<file path="src/rtl/b02_bcd_tx.sv">
// -----------------------------------------------------------------------------
// b02_bcd_tx : serial BCD digit transmitter
//
// Accepts 4-bit BCD digits over a valid/ready handshake into a small FIFO and
// serializes each digit MSB-first onto LINEA. FRAME is high for every bit
// cycle, DONE pulses for one cycle after the last bit, and CNT counts the
// digits sent (modulo 256). Non-BCD digits (10..15) complete the handshake,
// are dropped, and set the sticky ERR flag.
//
// Parameters:
//   DEPTH    FIFO entries (power of 2, 2..16)
//   GAP      idle cycles inserted after each digit (0..15)
//   IDLE_LVL LINEA level when no bit is being sent
//
// Ports:
//   clock      in   rising-edge clock
//   reset      in   synchronous active-low reset
//   DIN[3:0]   in   digit to send
//   DIN_VALID  in   DIN valid this cycle
//   DIN_READY  out  block can accept DIN (low while reset is asserted)
//   LINEA      out  registered serial data line
//   FRAME      out  registered, high during every bit cycle of a digit
//   BUSY       out  FIFO non-empty or FSM not idle
//   DONE       out  one-cycle pulse after the last bit of a digit
//   ERR        out  sticky, a non-BCD digit was rejected
//   CNT[7:0]   out  digits transmitted, wraps modulo 256
//
// Optional feature macro: B02_BCD_TX_PARITY_EN
//   When defined, each digit is followed by an odd-parity bit (inverted XOR of
//   the 4 data bits) as a 5th bit cycle; FRAME spans 5 cycles and DONE/CNT
//   update after the parity bit.
// -----------------------------------------------------------------------------
module b02_bcd_tx #(
    parameter int   DEPTH    = 4,
    parameter int   GAP      = 1,
    parameter logic IDLE_LVL = 1'b0
) (
    input  logic       clock,
    input  logic       reset,
    input  logic [3:0] DIN,
    input  logic       DIN_VALID,
    output logic       DIN_READY,
    output logic       LINEA,
    output logic       FRAME,
    output logic       BUSY,
    output logic       DONE,
    output logic       ERR,
    output logic [7:0] CNT
);

    localparam int              AW       = $clog2(DEPTH);
    localparam int              CW       = AW + 1;
    localparam logic [CW-1:0]   FULL_CNT = CW'(DEPTH);
    localparam logic [CW-1:0]   CNT_ONE  = CW'(1);
    localparam logic [3:0]      GAP_LOAD = (GAP > 0) ? 4'(GAP - 1) : 4'd0;

    // The shift register holds the bits still to be sent after the MSB,
    // which goes straight onto LINEA at load time.
`ifdef B02_BCD_TX_PARITY_EN
    localparam int              SHW      = 4;
    localparam logic [2:0]      LAST_IDX = 3'd4;
`else
    localparam int              SHW      = 3;
    localparam logic [2:0]      LAST_IDX = 3'd3;
`endif

    typedef enum logic [1:0] {
        S_IDLE  = 2'd0,
        S_SHIFT = 2'd1,
        S_GAP   = 2'd2
    } state_t;

    // ---------------------------------------------------------------- FIFO
    logic [3:0]    mem_q [DEPTH];
    logic [AW-1:0] wr_ptr_q, rd_ptr_q;
    logic [CW-1:0] count_q, count_d;
    logic          full, empty;
    logic          xfer, bad_digit, push, pop;
    logic [3:0]    head;

    assign full      = (count_q == FULL_CNT);
    assign empty     = (count_q == '0);
    assign DIN_READY = reset & ~full;
    assign xfer      = DIN_VALID & DIN_READY;
    assign bad_digit = (DIN > 4'd9);
    assign push      = xfer & ~bad_digit;
    assign head      = mem_q[rd_ptr_q];

    always_comb begin
        count_d = count_q;
        case ({push, pop})
            2'b10:   count_d = count_q + CNT_ONE;
            2'b01:   count_d = count_q - CNT_ONE;
            default: count_d = count_q;
        endcase
    end

    // Storage is not reset; occupancy is tracked by the pointers/count only.
    always_ff @(posedge clock) begin
        if (push) begin
            mem_q[wr_ptr_q] <= DIN;
        end
    end

    always_ff @(posedge clock) begin
        if (!reset) begin
            wr_ptr_q <= '0;
            rd_ptr_q <= '0;
            count_q  <= '0;
        end else begin
            if (push) wr_ptr_q <= wr_ptr_q + 1'b1;
            if (pop)  rd_ptr_q <= rd_ptr_q + 1'b1;
            count_q <= count_d;
        end
    end

    // ----------------------------------------------------------------- FSM
    state_t         state_q, state_d;
    logic [SHW-1:0] sh_q, sh_d;
    logic [2:0]     idx_q, idx_d;
    logic [3:0]     gap_q, gap_d;
    logic           linea_q, linea_d;
    logic           frame_q, frame_d;
    logic           done_q, done_d;
    logic           err_q, err_d;
    logic [7:0]     cnt_q, cnt_d;
    logic           start;

    always_ff @(posedge clock) begin
        if (!reset) begin
            state_q <= S_IDLE;
            sh_q    <= '0;
            idx_q   <= '0;
            gap_q   <= '0;
            linea_q <= IDLE_LVL;
            frame_q <= 1'b0;
            done_q  <= 1'b0;
            err_q   <= 1'b0;
            cnt_q   <= '0;
        end else begin
            state_q <= state_d;
            sh_q    <= sh_d;
            idx_q   <= idx_d;
            gap_q   <= gap_d;
            linea_q <= linea_d;
            frame_q <= frame_d;
            done_q  <= done_d;
            err_q   <= err_d;
            cnt_q   <= cnt_d;
        end
    end

    always_comb begin
        state_d = state_q;
        sh_d    = sh_q;
        idx_d   = idx_q;
        gap_d   = gap_q;
        linea_d = linea_q;
        frame_d = frame_q;
        done_d  = 1'b0;
        cnt_d   = cnt_q;
        err_d   = err_q | (xfer & bad_digit);
        start   = 1'b0;

        case (state_q)
            S_IDLE: begin
                if (!empty) begin
                    start = 1'b1;
                end else begin
                    linea_d = IDLE_LVL;
                    frame_d = 1'b0;
                end
            end
            S_SHIFT: begin
                if (idx_q == LAST_IDX) begin
                    done_d = 1'b1;
                    cnt_d  = cnt_q + 8'd1;
                    if (GAP > 0) begin
                        linea_d = IDLE_LVL;
                        frame_d = 1'b0;
                        gap_d   = GAP_LOAD;
                        state_d = S_GAP;
                    end else if (!empty) begin
                        // back-to-back: next digit starts on this same edge
                        start = 1'b1;
                    end else begin
                        linea_d = IDLE_LVL;
                        frame_d = 1'b0;
                        state_d = S_IDLE;
                    end
                end else begin
                    linea_d = sh_q[SHW-1];
                    sh_d    = {sh_q[SHW-2:0], 1'b0};
                    idx_d   = idx_q + 3'd1;
                end
            end
            S_GAP: begin
                if (gap_q != 4'd0) begin
                    gap_d = gap_q - 4'd1;
                end else if (!empty) begin
                    start = 1'b1;
                end else begin
                    state_d = S_IDLE;
                end
            end
            default: begin
                linea_d = IDLE_LVL;
                frame_d = 1'b0;
                state_d = S_IDLE;
            end
        endcase

        // Common digit start: pop the head, put its MSB on the line and
        // keep the remaining bits in the shift register.
        if (start) begin
            linea_d = head[3];
            frame_d = 1'b1;
            idx_d   = 3'd0;
`ifdef B02_BCD_TX_PARITY_EN
            sh_d    = {head[2:0], ~^head};
`else
            sh_d    = head[2:0];
`endif
            state_d = S_SHIFT;
        end
    end

    assign pop   = start;
    assign LINEA = linea_q;
    assign FRAME = frame_q;
    assign DONE  = done_q;
    assign ERR   = err_q;
    assign CNT   = cnt_q;
    assign BUSY  = ~empty | (state_q != S_IDLE);

endmodule
</file>
<file path="config.mk">
export PLATFORM = sky130hd
export DESIGN_NAME = b02_bcd_tx
export DESIGN_NICKNAME = d
export VERILOG_FILES = /design/src/rtl/b02_bcd_tx.sv
export SDC_FILE = /design/constraint.sdc
export NUM_CORES = 1
export LEC_CHECK = 0
export BUFFER_PORTS_ARGS = -buffer_cell sky130_fd_sc_hd__clkbuf_2
export CAP_MARGIN = 20
export CORE_MARGIN = 4
export CORE_UTILIZATION = 60
export CTS_BUF_LIST = sky130_fd_sc_hd__clkbuf_8
export DETAILED_ROUTE_END_ITERATION = 10
export GPL_TIMING_DRIVEN = 0
export MAX_ROUTING_LAYER = met4
export PLACE_DENSITY = 0.85
export SYNTH_ARGS = -nofsm -noshare
export SYNTH_HDL_FRONTEND = slang
export SYNTH_SLANG_ARGS = --single-unit
</file>
<file path="constraint.sdc">
create_clock -name clock -period 4.9 [get_ports clock]
set_input_delay 0.49 -clock clock [delete_from_list [all_inputs] [get_ports clock]]
set_output_delay 0.49 -clock clock [all_outputs]
set_load 0.1 [all_outputs]
</file>
* Yosys cells after proc, flatten, opt, wreduce, memory -nomap -nowiden
Memory sizes are Yosys's and may differ from the RTL's. A register that Yosys moved wholly into a read port is not among the register bits. Index checks and enable logic that the tools add are counted.
Cells by class: equal/unequal tests 17, order comparisons 1, bitwise logic cells 12, mux-type cells 27, $add $sub $neg 7, reduce and logical (&&, ||, !) cells 17
Operators with widths (number):
- inequality test 2 bit (second input constant) | 7
- inequality test 3 bit (second input constant) | 4
- 2-to-1 mux 1 bit | 11
- 2-to-1 mux 2 bit | 5
- AND reduction 2 bit | 5
- 2-to-1 mux 3 bit | 3
- adder 8 x 1 -> 8 bit (second input constant) | 1
- 2-to-1 mux 4 bit | 2
- one-hot mux 4 bit (2 select lines) | 1
- AND reduction 4 bit | 2
- nonzero test 2 bit | 4
- adder 3 x 1 -> 3 bit (second input constant) | 2
- inverter 1 bit | 6
- one-hot mux 1 bit (3 select lines) | 2
- one-hot mux 2 bit (3 select lines) | 1
- one-hot mux 3 bit (2 select lines) | 1
- AND reduction 3 bit | 2
- adder 2 x 1 -> 2 bit (second input constant) | 2
- AND 1 bit | 4
- equality test 2 x 1 -> 1 bit (second input constant) | 2
- equality test 2 bit (second input constant) | 2
- > comparator 4 bit (second input constant) | 1
- nonzero test 4 bit | 1
- subtractor 4 x 1 -> 4 bit (second input constant) | 1
- 8 further kinds | 9
Word-level totals: word-level logic and storage cells 95, bits in registers 31, output and inout port bits 14, bits in writable memories 16, memories 1, input port bits 7
Memories:
- mem_q | depth 4, width 4, rd ports 1, clocked after memory_dff 1, write ports 1, RTL line 74 | logic [3:0] mem_q [DEPTH];

* Depth between registers and ports, before layout
depth in word-level cells 7, depth in mapped cells 12

* Worst setup path after synthesis
OpenSTA, ideal clock, no wires.
path kind register to register, start register gap_q[0], end register count_q[2], buffers on the path 1, arrival 2.598 ns, cell stages (with the launch flop) 13, clock period less this slack 2.667 ns, slack 2.233 ns, path through dfxtp_1 -> inv_1 -> ha_1 -> or3b_4 -> a211o_1 -> buf_6 -> clkinv_1 -> ha_1 -> inv_1 -> fa_1 -> xor2_1 -> or3_1 -> a21oi_1
On the way: cells in the longest elaborated chain, start to end 5
Ends and longest elaborated chain:
- start, declared | RTL line 121 | logic [3:0] gap_q, gap_d;
- start signal, assigned | RTL line 144 | gap_q <= gap_d;
- nonzero test 4 bit * | RTL line 198 | if (gap_q != 4'd0) begin
- 2-to-1 mux 1 bit * | RTL line 198
- one-hot mux 1 bit (2 select lines) * | RTL line 165 | case (state_q)
- equality test 2 x 1 -> 1 bit / equality test 2 bit (equally long branches) | RTL line 91 | case ({push, pop})
- one-hot mux 3 bit (2 select lines) / nonzero test 2 bit (equally long branches)
- end signal, assigned | RTL line 113 | count_q <= count_d;
- end, declared | RTL line 76 | logic [CW-1:0] count_q, count_d;
Every way passes the cells marked *; elsewhere a longest branch is shown, timed or not. A chain may end at the register's enable or synchronous reset.

* Final worst setup path
Ends and elaborated chain as after synthesis.

==> flow_metrics.env <==
export IMPL_synthesis_area_um2=2080
export IMPL_first_iter_violations=56
export IMPL_viasPerCell=5.32
export IMPL_start_util_pct=62.4
export IMPL_wl_per_cell_um=13.3
export IMPL_synth_nets=205
export IMPL_rsz0062_at_grt="no"
export IMPL_diodes=0
export IMPL_highest_layer="met4"
export IMPL_worstPathArrival_ns=3.13
export IMPL_clk_pin_slew_ns=0.09
export IMPL_grt_total_usage_pct=18.9
export IMPL_wl_met1_mm=1.51
export IMPL_r2r_end="count_q[2]"
export IMPL_cts_root_buf="clkbuf_8"
export IMPL_cts_tree="yes"
export IMPL_cp_max_fo=9
export IMPL_rows=21
export IMPL_nFillCells=275
export IMPL_hold_start="DIN[0]"
export IMPL_rrSetupSlack_ns=2.00
export IMPL_drive_gt1_share_pct=18.1
export IMPL_hold_buffers=0
export IMPL_skew_ns=0.00553
export IMPL_overflow=0
export IMPL_mostFrequentLayoutCell="dfxtp_1"
export IMPL_drc=0
export IMPL_critical_path_class="reg -> reg"
export IMPL_setup_viol=0
export IMPL_p_seq_share_pct=43.5
export IMPL_crit_required_ns=5.13
export IMPL_post_cts_setup_buffers=0
export IMPL_drtPass1Iterations=4
export IMPL_period_needed_ns=2.90
export IMPL_cts_path_max_buffers=2
export IMPL_yosysWarnings=0
export IMPL_whs_ns=0.408
export IMPL_cts_buffers=5
export IMPL_coreArea_um2=3340
export IMPL_clock_sinks=49
export IMPL_p_per_area_nw_per_um2=512
export IMPL_post_route_util_pct=69.9
export IMPL_r2r_cells=12
export IMPL_layout_nets=232
export IMPL_final_max_slew_viol_count=0
export IMPL_wirelength_mm=3.49
export IMPL_cts_htree_levels=2
export IMPL_crit_end="count_q[2]"
export IMPL_route_met2_wl_mm=1.75
export IMPL_crit_path_start_kind="register"
export IMPL_syn_inst=188
export IMPL_fmax_ghz=0.345
export IMPL_wl_met3_um=177
export IMPL_final_cell_count_no_fill=262
export IMPL_setup_tns_ns=0
export IMPL_intPower_uw=722
export IMPL_min_path_type="in -> reg"
export IMPL_first_global_vias=1381
export IMPL_max_slew_margin_pct=63.8
export IMPL_critical_path_startpoint="gap_q[0]"
export IMPL_tightest_slew_ns=0.540
export IMPL_p_leak_nw=0.890
export IMPL_ios=21
export IMPL_status="finished clean"
export IMPL_hold_viol=0
export IMPL_avgSynthCellArea_um2=11.1
export IMPL_mostFrequentLayoutCells="dfxtp_1 (33), nor2_1 (25), clkbuf_2 (20)"
export IMPL_grt_pass1_wl_mm=6.03
export IMPL_insertion_delay_ns=0.30
export IMPL_r2r_start="gap_q[0]"
export IMPL_fp_dieH_um=66.9
export IMPL_die_area_um2=4480
export IMPL_maxCapViolations=0
export IMPL_cp_end_kind="register"
export IMPL_die_w_um=66.9
export IMPL_yosysUniqueCellTypes=40
export IMPL_combPwrFrac_pct=36.9
export IMPL_antenna_found_initial=0
export IMPL_grt_start_max_net_pins=17
export IMPL_p_clk_share_pct=19.6
export IMPL_ctsResizeCount=0
export IMPL_syn_to_final_growth_pct=11.9
export IMPL_io_buffers=20
export IMPL_power_switching_uw=470
export IMPL_ant_nets=0
export IMPL_synth_seq_area_share_pct=54.8
export IMPL_dpl_cell_count=254
export IMPL_finalCritPeriodShare_pct=59.1
export IMPL_swShare_pct=39.4
export IMPL_vias=1395
export IMPL_routabilityCongestion=0.710
export IMPL_detailed_place_hpwl_mm=2.66
export IMPL_ys_ff_latch=49
export IMPL_ir_drop_v=0.000385
==> synthesized netlist by cell type <==
cell | instances | area share (%)
a21o_2 | 1 | 0.42
mux2i_1 | 2 | 0.96
dfxtp_1 | 33 | 32
or3b_2 | 1 | 0.42
a21oi_1 | 12 | 2.9
inv_2 | 1 | 0.18
and3b_1 | 1 | 0.42
nand2_1 | 11 | 2.0
a31oi_1 | 1 | 0.30
nand3b_1 | 1 | 0.36
o21a_1 | 1 | 0.36
fa_1 | 1 | 0.96
a211o_1 | 1 | 0.42
edfxtp_1 | 16 | 23
nor2b_1 | 1 | 0.30
and3_1 | 1 | 0.30
o211a_1 | 1 | 0.48
nor2_1 | 25 | 4.5
o21ai_0 | 4 | 0.96
nand2b_1 | 1 | 0.30
xor2_1 | 7 | 2.9
nor3b_2 | 1 | 0.60
o31ai_1 | 1 | 0.36
xnor2_1 | 6 | 2.5
a211oi_1 | 1 | 0.36
buf_6 | 1 | 0.54
or3b_4 | 1 | 0.54
clkbuf_1 | 3 | 0.54
or3_1 | 3 | 0.90
mux4_2 | 4 | 4.3
clkinv_1 | 1 | 0.18
a221oi_1 | 1 | 0.42
ha_1 | 9 | 5.4
a22oi_1 | 2 | 0.72
nand4_1 | 3 | 0.90
nor3_1 | 5 | 1.2
nand3_1 | 6 | 1.4
inv_1 | 11 | 2.0
a2111oi_4 | 1 | 1.3
and2_1 | 5 | 1.5
==> power groups by stage <==
| stage | Clock, mW | Combinational (mW) | Sequential [mW] |
|---|---|---|---|
| 2_1_floorplan | 0 | 0.321 | 0.567 |
| 3_3_place_gp | 0 | 0.427 | 0.526 |
| 3_5_place_dp | 0 | 0.438 | 0.529 |
| 4_1_cts | 0.238 | 0.442 | 0.520 |
| 5_1_grt | 0.259 | 0.485 | 0.527 |
| 6_report | 0.233 | 0.440 | 0.519 |
==> logic make-up after synthesis <==
logic type,after synthesis,synth area share (%)
muxes,6,5.29
DFF,49,54.8
xor gates and xnor gates,13,5.47
adders and majority gates,10,6.37
and+or+nand+nor,66,15.7
AOI/OAI and AO/OA,27,9.01
buffers and inverters,17,3.42
==> metrics by stage <==
| stage | worst slack, ns | instance area [um2] | total power [mW] |
|---|---|---|---|
| 6_report | 2.00 | 2330 | 1.19 |
| 5_1_grt | 1.87 | 2330 | 1.27 |
| 4_1_cts | 2.01 | 2330 | 1.20 |
| 3_5_place_dp | 2.04 | 2240 | 0.968 |
| 3_3_place_gp | 2.10 | 2240 | 0.953 |
| 2_1_floorplan | 2.23 | 2080 | 0.888 |
==> sequential cells by signal, summed over array words and instances, names as in the netlist, 2 cells and up, named ones only <==
register  cells
mem_q        16
CNT           8
gap_q         4
count_q       3
idx_q         3
sh_q          3
rd_ptr_q      2
state_q       2
wr_ptr_q      2
==> per-layer routing <==
layer  vias up  track usage [%]
met5         -                -
met4         0             5.32
met3         5             6.07
met2        28             31.6
met1       652             21.8
li1        710                -
==> worst min path at each step <==
stage	slack (ns)	endpoint	depth (start not counted)
floorplan	0.44	idx_q[1]	2
global placement	0.45	idx_q[1]	2
detailed placement	0.46	sh_q[2]	2
CTS	0.40	mem_q[3][0]	1
global route	0.40	mem_q[0][0]	1
finish	0.41	mem_q[3][0]	1
==> critical path, cell delays in order, from the launching register on <==
cell	delay (ns)
dfxtp_1	0.34
inv_1	0.06
ha_1	0.15
or3b_4	0.41
a211o_1	0.32
buf_6	0.14
clkinv_1	0.14
ha_1	0.22
inv_1	0.06
fa_1	0.37
xor2_1	0.16
or3_1	0.30
a21oi_1	0.16
==> cell type report <==
cell class              instances  area (um2)  share of cell area [%]
inverters                      13        48.8                    2.09
plain buffers                   4        22.5                   0.966
clock inverters                 3        21.3                   0.913
flip-flops and latches         49        1140                    49.0
repair buffers                 20         100                    4.29
clock buffers                   5        68.8                    2.95
multi-input cells             122         871                    37.4
well taps                      46        57.6                    2.47
Note: power is estimated with default switching activity, not from simulation.
